File: src/rtl/reset_sequencer.sv
// reset_sequencer: staged peripheral/CPU reset release with soft reset and watchdog restart.
module reset_sequencer #(
    parameter int STAGE_DELAY = 16,
    parameter int WDT_WIDTH   = 16,
    parameter int WDT_TIMEOUT = 16'hFFFF
) (
    input  logic       clk,
    input  logic       reset,
    input  logic       soft_reset_req,
    input  logic       wdt_enable,
    input  logic       wdt_kick,
    output logic       periph_reset,
    output logic       cpu_reset,
    output logic       ready,
    output logic [1:0] reset_cause,
    output logic       wdt_expired
);
    typedef enum logic [1:0] {HOLD, PERIPH, RUN} state_t;
    localparam logic [7:0]           STAGE_LAST = 8'(STAGE_DELAY - 1);
    localparam logic [WDT_WIDTH-1:0] WDT_LAST   = WDT_WIDTH'(WDT_TIMEOUT);
    localparam logic [WDT_WIDTH-1:0] WDT_ONE    = WDT_WIDTH'(1);
    state_t               state_q, state_d;
    logic [7:0]           stage_q, stage_d;
    logic [WDT_WIDTH-1:0] wdt_q, wdt_d;
    logic [1:0]           cause_q, cause_d;
    logic                 expired_q, expired_d;
    logic                 periph_reset_q, periph_reset_d;
    logic                 cpu_reset_q, cpu_reset_d;
    logic                 ready_q, ready_d;
    logic                 timeout;
    always_comb begin
        state_d   = state_q;
        stage_d   = stage_q + 8'd1;
        wdt_d     = '0;
        cause_d   = cause_q;
        expired_d = expired_q;
        timeout   = (state_q == RUN) && wdt_enable && !wdt_kick && (wdt_q == WDT_LAST);
        case (state_q)
            HOLD: if (stage_q == STAGE_LAST) begin
                state_d = PERIPH;
                stage_d = '0;
            end
            PERIPH: if (stage_q == STAGE_LAST) begin
                state_d = RUN;
                stage_d = '0;
            end
            RUN: begin
                stage_d = '0;
                wdt_d   = wdt_enable ? (wdt_kick ? '0 : wdt_q + WDT_ONE) : '0;
                // watchdog outranks a coincident soft request
                if (timeout) begin
                    state_d   = HOLD;
                    wdt_d     = '0;
                    cause_d   = 2'b10;
                    expired_d = 1'b1;
                end else if (soft_reset_req) begin
                    state_d = HOLD;
                    wdt_d   = '0;
                    cause_d = 2'b01;
                end
            end
            default: begin
                state_d = HOLD;
                stage_d = '0;
            end
        endcase
        periph_reset_d = (state_d == HOLD);
        cpu_reset_d    = (state_d != RUN);
        ready_d        = (state_d == RUN);
    end
    always_ff @(posedge clk) begin
        if (reset) begin
            state_q        <= HOLD;
            stage_q        <= '0;
            wdt_q          <= '0;
            cause_q        <= 2'b00;
            expired_q      <= 1'b0;
            periph_reset_q <= 1'b1;
            cpu_reset_q    <= 1'b1;
            ready_q        <= 1'b0;
        end else begin
            state_q        <= state_d;
            stage_q        <= stage_d;
            wdt_q          <= wdt_d;
            cause_q        <= cause_d;
            expired_q      <= expired_d;
            periph_reset_q <= periph_reset_d;
            cpu_reset_q    <= cpu_reset_d;
            ready_q        <= ready_d;
        end
    end
    assign periph_reset = periph_reset_q;
    assign cpu_reset    = cpu_reset_q;
    assign ready        = ready_q;
    assign reset_cause  = cause_q;
    assign wdt_expired  = expired_q;
endmodule

File: config.mk
export PLATFORM = sky130hd
export DESIGN_NAME = reset_sequencer
export DESIGN_NICKNAME = d
export VERILOG_FILES = /design/src/rtl/reset_sequencer.sv
export SDC_FILE = /design/constraint.sdc
export NUM_CORES = 1
export LEC_CHECK = 0
export BUFFER_PORTS_ARGS = -buffer_cell sky130_fd_sc_hd__buf_2
export CORE_MARGIN = 3
export CORE_UTILIZATION = 40
export CTS_CLUSTER_DIAMETER = 80
export DETAILED_ROUTE_END_ITERATION = 10
export GPL_TIMING_DRIVEN = 0
export PLACE_DENSITY = 0.67
export SYNTH_ARGS = -nofsm -noshare
export SYNTH_HDL_FRONTEND = slang
export SYNTH_SLANG_ARGS = --single-unit
File: constraint.sdc
create_clock -name clk -period 1.3 [get_ports clk]
set_input_delay 0.065 -clock clk [delete_from_list [all_inputs] [get_ports clk]]
set_output_delay 0.065 -clock clk [all_outputs]
set_load 0.05 [all_outputs]
==> results.sh, run 1 <==
export IMPL_fin_crit_sh_pct=110
export IMPL_root_buffer="clkbuf_4"
export IMPL_tightest_slew_ns=0.273
export IMPL_io_buffers=10
export IMPL_hold_viol_final=0
export IMPL_most_common_layout_cells="nor2_1 (23), dfxtp_1 (16), dfxtp_2 (14)"
export IMPL_drt_iter0_markers=42
export IMPL_place_hpwl_um=1690
export IMPL_antenna_found_initial=0
export IMPL_nFillCells=302
export IMPL_slowest_delay_ns=0.54
export IMPL_grt_total_usage_pct=14.8
export IMPL_p_leak_nw=0.632
export IMPL_avgSynthCellArea_um2=9.21
export IMPL_ys_ff_latch=32
export IMPL_yosysSeqAreaShare_pct=48.6
export IMPL_synth_top_area_cell="dfxtp_1"
export IMPL_drv_cap=0
export IMPL_run_status="finished with violations"
export IMPL_wire_per_inst_um=13.2
export IMPL_final_core_util_pct=57.5
export IMPL_path_buf_inv=0
export IMPL_core_area_mm2=0.00310
export IMPL_whs_ns=0.0407
export IMPL_critPathRequiredTime_ns=1.55
export IMPL_holdPathStages=4
export IMPL_dp_cells=197
export IMPL_ys_types=30
export IMPL_grt_first_pass_wirelength_um=4680
export IMPL_cpLargestDelayFamily="simple AND/OR/NAND/NOR gates"
export IMPL_instances_no_fill=219
export IMPL_grt_pass1_vias=1114
export IMPL_fmax_mhz=696
export IMPL_setup_violations=16
export IMPL_drv_slew=0
export IMPL_worstPathMaxFanout=4
export IMPL_cts_tree="yes"
export IMPL_detail_route_antenna_nets=0
export IMPL_violations="negative setup slack"
export IMPL_finalCriticalPeriod_ns=1.44
export IMPL_synth_cells=143
export IMPL_antenna_cells=0
export IMPL_layout_drive_gt1_share_pct=43.4
export IMPL_dieArea_mm2=0.00402
export IMPL_first_pass_iters=4
export IMPL_die_h_um=63.4
export IMPL_cp_num_cells=4
export IMPL_place_ws_ns=-0.221
export IMPL_min_path_type="in -> reg"
export IMPL_arrival_ns=1.68
export IMPL_power_density_mw_per_mm2=997
export IMPL_crit_chain="or4_4 > nor2_4 > nand3b_1 > o22a_1"
export IMPL_chipWidth_um=63.4
export IMPL_clock_latency_ns=0.34
export IMPL_endpoint_kind="register"
export IMPL_final_common_cell="nor2_1"
export IMPL_via_count=1097
export IMPL_yosys_warnings=0
export IMPL_cts_sinks=32
export IMPL_synth_area_mm2=0.00132
export IMPL_holdBufCountCts=0
export IMPL_globalplace_congestion=0.755
export IMPL_row_count=20
export IMPL_synth_area_leaders="dfxtp_1 (49%), xnor2_1 (8.6%), nor2_1 (8.3%), xor2_1 (5.3%), nand4_1 (2.8%)"
export IMPL_post_dp_cell_area_mm2=0.00143
export IMPL_cts_buffers_inserted=5
export IMPL_synth_nets=150
export IMPL_via_per_inst=5.01
export IMPL_start_util_pct=42.5
export IMPL_slew_headroom_pct=81.6
export IMPL_synth_top_cell_area_share_pct=48.6
export IMPL_worst_slack_ns=-0.136
export IMPL_area_growth_pct=35.3
export IMPL_start_kind="register"
export IMPL_fin_area_mm2=0.00178
export IMPL_rsz0062_at_grt="yes"
export IMPL_htree_levels=2
export IMPL_path_clk_slew_ns=0.10
export IMPL_routed_wl_um=2880
export IMPL_reg2reg_depth=4
export IMPL_io_pins=11
export IMPL_setup_worst_path_class="reg -> reg"
export IMPL_irDropWorstVdd_v=0.000645
export IMPL_grt_max_degree=11
export IMPL_overflow=0
export IMPL_clockBufferDepth=2
export IMPL_finClkSkew_ns=0.0122
export IMPL_drc=0
export IMPL_final_nets=181
export IMPL_crit_slowest_cell="or4_4"
## stage by stage
| stage | total power, W | TNS [ns] |
|---|---|---|
| 2_1_floorplan | 0.00104 | -0.819 |
| 3_3_place_gp | 0.00105 | -3.64 |
| 3_5_place_dp | 0.00105 | -4.41 |
| 4_1_cts | 0.00180 | -1.36 |
| 5_1_grt | 0.00184 | -3.09 |
| 6_report | 0.00178 | -1.15 |
## worst min-delay path, stage by stage
cell and delay [ns]:
buf_2 0.08, nor2_1 0.06, nand2_2 0.09, nor2_1 0.05
## per-layer routing
metal | GRT usage (%) | vias up | share of wire (%) | routed length (µm)
li1 | - | 552 | - | -
met1 | 15.6 | 521 | 42 | 1210
met2 | 25.8 | 14 | 52 | 1490
met3 | 4.99 | 10 | 3.4 | 98
met4 | 8.09 | 0 | 2.9 | 84
met5 | 0 | - | 0 | 0
## cell usage after synthesis
master	number
dfxtp_1	32
or3_1	1
and4_1	4
nand4_1	6
nand2_1	9
nor3_1	7
buf_4	1
o22a_1	1
xor2_1	8
and4bb_1	1
or4_1	1
o21ba_1	2
a21boi_0	1
buf_2	3
nand3_2	1
o32a_1	1
xnor2_1	13
nor2b_1	1
nor4_1	3
a21oi_1	1
nand3b_1	1
o22ai_1	2
nor2_2	1
and3_1	1
nor2_1	29
clkbuf_1	1
inv_1	2
a31o_2	1
ha_1	2
nand3_1	6
## final timing paths
path	slack, ns	from	endpoint
worst max-delay path	-0.14	stage_q[4]	cpu_reset
worst min-delay path	0.04	reset	wdt_q[14]
worst max register to register	-0.14	stage_q[4]	cpu_reset
worst min register to register	0.42	stage_q[0]	stage_q[0]
## report_power, final
part	switching [W]	internal (W)
clock	0.000343	0.000403
combinational	0.0000202	0.0000203
sequential	0.00000652	0.000984
total	0.000370	0.00141
## layout make-up
class | count | area [µm²] | share of cell area, %
multi-input cells | 104 | 769 | 43.2
flip-flops and latches | 32 | 666 | 37.3
repair buffers | 25 | 170 | 9.54
well taps | 44 | 55.1 | 3.09
clock buffers | 6 | 41.3 | 2.32
plain buffers | 4 | 38.8 | 2.18
clock inverters | 2 | 35.0 | 1.96
inverters | 2 | 7.51 | 0.421
## sequential cells by signal, indices dropped and copies added (netlist names)
signal and count:
cpu_reset 1, periph_reset 1, ready 1, reset_cause 2
stage_q 8, state_q 2, wdt_expired 1, wdt_q 16
## kinds of logic after synthesis
kind of cell / synth area share, %
and+or+nand+nor: 27.4
DFF: 48.6
xor gates and xnor gates: 14.0
AOI/OAI and AO/OA: 5.51
buffers and inverters: 2.56
adders and majority gates: 1.90
## repair_timing
item	4_1_cts	5_1_grt
resized for setup	28	20
setup endpoints to repair	31	32
setup buffers	12	2
pin swaps	11	10
gates cloned	1	0
Power figures use the tool's default switching activity.
==> inputs of run 2 (changes only) <==
--- a/config.mk
+++ b/config.mk
@@ -12,6 +12,7 @@
 export DETAILED_ROUTE_END_ITERATION = 10
 export GPL_TIMING_DRIVEN = 0
 export PLACE_DENSITY = 0.67
+export RECOVER_POWER = 100
 export SYNTH_ARGS = -nofsm -noshare
 export SYNTH_HDL_FRONTEND = slang
 export SYNTH_SLANG_ARGS = --single-unit
==> results.sh, run 2 (synthesis gave the netlist of run 1 again) <==
export IMPL_fin_crit_sh_pct=110
export IMPL_start_util_pct=42.5
export IMPL_globalplace_congestion=0.755
export IMPL_register_area_um2=666
export IMPL_place_hpwl_um=1690
export IMPL_dieArea_mm2=0.00402
export IMPL_io_pins=11
export IMPL_via_count=1101
export IMPL_final_common_cell="nor2_1"
export IMPL_crit_chain="or4_4 > nor2_4 > nand3b_1 > o22a_1"
export IMPL_antenna_cells=0
export IMPL_holdBufCountCts=0
export IMPL_core_area_mm2=0.00310
export IMPL_path_buf_inv=0
export IMPL_slew_headroom_pct=80.4
export IMPL_chipWidth_um=63.4
export IMPL_seqPwrFrac_pct=55.7
export IMPL_path_clk_slew_ns=0.10
export IMPL_row_count=20
export IMPL_first_pass_iters=4
export IMPL_final_nets=181
export IMPL_root_buffer="clkbuf_4"
export IMPL_clockBufferDepth=2
export IMPL_clockPowerShare_pct=42.0
export IMPL_detail_route_antenna_nets=0
export IMPL_wire_per_inst_um=13.2
export IMPL_arrival_ns=1.68
export IMPL_drv_slew=0
export IMPL_antenna_found_initial=0
export IMPL_min_path_type="in -> reg"
export IMPL_start_kind="register"
export IMPL_worst_slack_ns=-0.136
export IMPL_largest_register_ffs=16
export IMPL_setup_worst_path_class="reg -> reg"
export IMPL_fmax_mhz=696
export IMPL_nFillCells=304
export IMPL_post_dp_cell_area_mm2=0.00143
export IMPL_grt_max_degree=11
export IMPL_clock_latency_ns=0.34
export IMPL_top_register="wdt_q"
export IMPL_cts_buffers_inserted=5
export IMPL_setup_tns_final_ns=-1.52
export IMPL_drv_cap=0
export IMPL_cts_tree="yes"
export IMPL_top_regs="wdt_q (16), stage_q (8)"
export IMPL_crit_slowest_cell="or4_4"
export IMPL_via_per_inst=5.03
export IMPL_overflow=0
export IMPL_die_h_um=63.4
export IMPL_io_buffers=10
export IMPL_drt_iter0_markers=57
export IMPL_slowest_delay_ns=0.54
export IMPL_setup_violations=29
export IMPL_grt_pass1_vias=1114
export IMPL_grt_first_pass_wirelength_um=4680
export IMPL_combPwrFrac_pct=2.3
export IMPL_most_common_layout_cells="nor2_1 (23), dfxtp_1 (16), dfxtp_2 (14)"
export IMPL_cts_sinks=32
export IMPL_routed_wl_um=2880
export IMPL_power_density_mw_per_mm2=1000
export IMPL_final_core_util_pct=57.1
export IMPL_irDropWorstVdd_v=0.000645
export IMPL_finClkSkew_ns=0.0123
export IMPL_layout_drive_gt1_share_pct=43.4
export IMPL_area_growth_pct=34.4
export IMPL_run_status="finished with violations"
export IMPL_grt_total_usage_pct=14.8
export IMPL_violations="negative setup slack"
export IMPL_endpoint_kind="register"
export IMPL_drc=0
export IMPL_critPathRequiredTime_ns=1.55
export IMPL_rsz0062_at_grt="yes"
export IMPL_multi_input_area_um2=759
export IMPL_cpLargestDelayFamily="simple AND/OR/NAND/NOR gates"
export IMPL_tightest_slew_ns=0.295
export IMPL_p_sw_share_pct=20.8
export IMPL_htree_levels=2
export IMPL_p_leak_nw=0.630
export IMPL_finalCriticalPeriod_ns=1.44
export IMPL_fin_area_mm2=0.00177
export IMPL_p_int_w=0.00141
export IMPL_hold_viol_final=0
export IMPL_worstPathMaxFanout=4
export IMPL_p_switching_w=0.000370
-- run 2: tightest hold or removal path, delay by kind of cell --
family	cells	cell delay (ns)
and+or+nand+nor	3	0.21
buffers and inverters	1	0.08
-- run 2: power by group through the flow --
stage / clock network (W) / logic, W / registers (W)
after floorplan: 0 / 0.0000250 / 0.00102
after global placement: 0 / 0.0000348 / 0.00102
after CTS: 0.000766 / 0.0000379 / 0.000991
after detailed placement: 0 / 0.0000370 / 0.00102
final: 0.000746 / 0.0000405 / 0.000991
after global routing: 0.000804 / 0.0000474 / 0.000992
-- run 2: area by class of cell --
class                      instances  area share [%]
timing repair buffer              25            9.47
buffer                             4            2.19
sequential                        32            37.6
inverter                           2           0.424
tap                               44            3.11
multi-input combinational        104            42.9
clock buffer                       6            2.33
clock inverter                     2            1.98
-- run 2: final timing paths --
path              startpoint         end  slack, ns  depth (start not counted)
setup / recovery  stage_q[4]   cpu_reset      -0.14                          4
setup reg to reg  stage_q[4]   cpu_reset      -0.14                          4
hold / removal         reset   wdt_q[14]       0.04                          4
hold reg to reg   stage_q[0]  stage_q[0]       0.42                          1
-- run 2: routing by layer --
metal,vias to the layer above,wire length [µm],GRT usage (%)
li1,553,-,-
met1,524,1220,15.6
met2,14,1490,25.8
met3,10,98,4.99
met4,0,84,8.09
met5,-,0,0
-- run 2: repair_timing --
action | 4_1_cts | 5_1_grt
pin swaps | 11 | 10
cloned | 1 | 0
buffers inserted | 12 | 2
gates resized for setup | 28 | 20
endpoints found under the setup margin | 31 | 32
-- run 2: per-stage QoR --
step           cells  power [W]  setup WS (ns)  hold WS (ns)
6_report         219    0.00178         -0.136        0.0416
5_1_grt          219    0.00184         -0.177        0.0720
4_1_cts          217    0.00180         -0.149        0.0335
3_5_place_dp     197    0.00105         -0.221         0.414
3_3_place_gp     197    0.00105         -0.180         0.372
2_1_floorplan    143    0.00104         -0.123         0.254
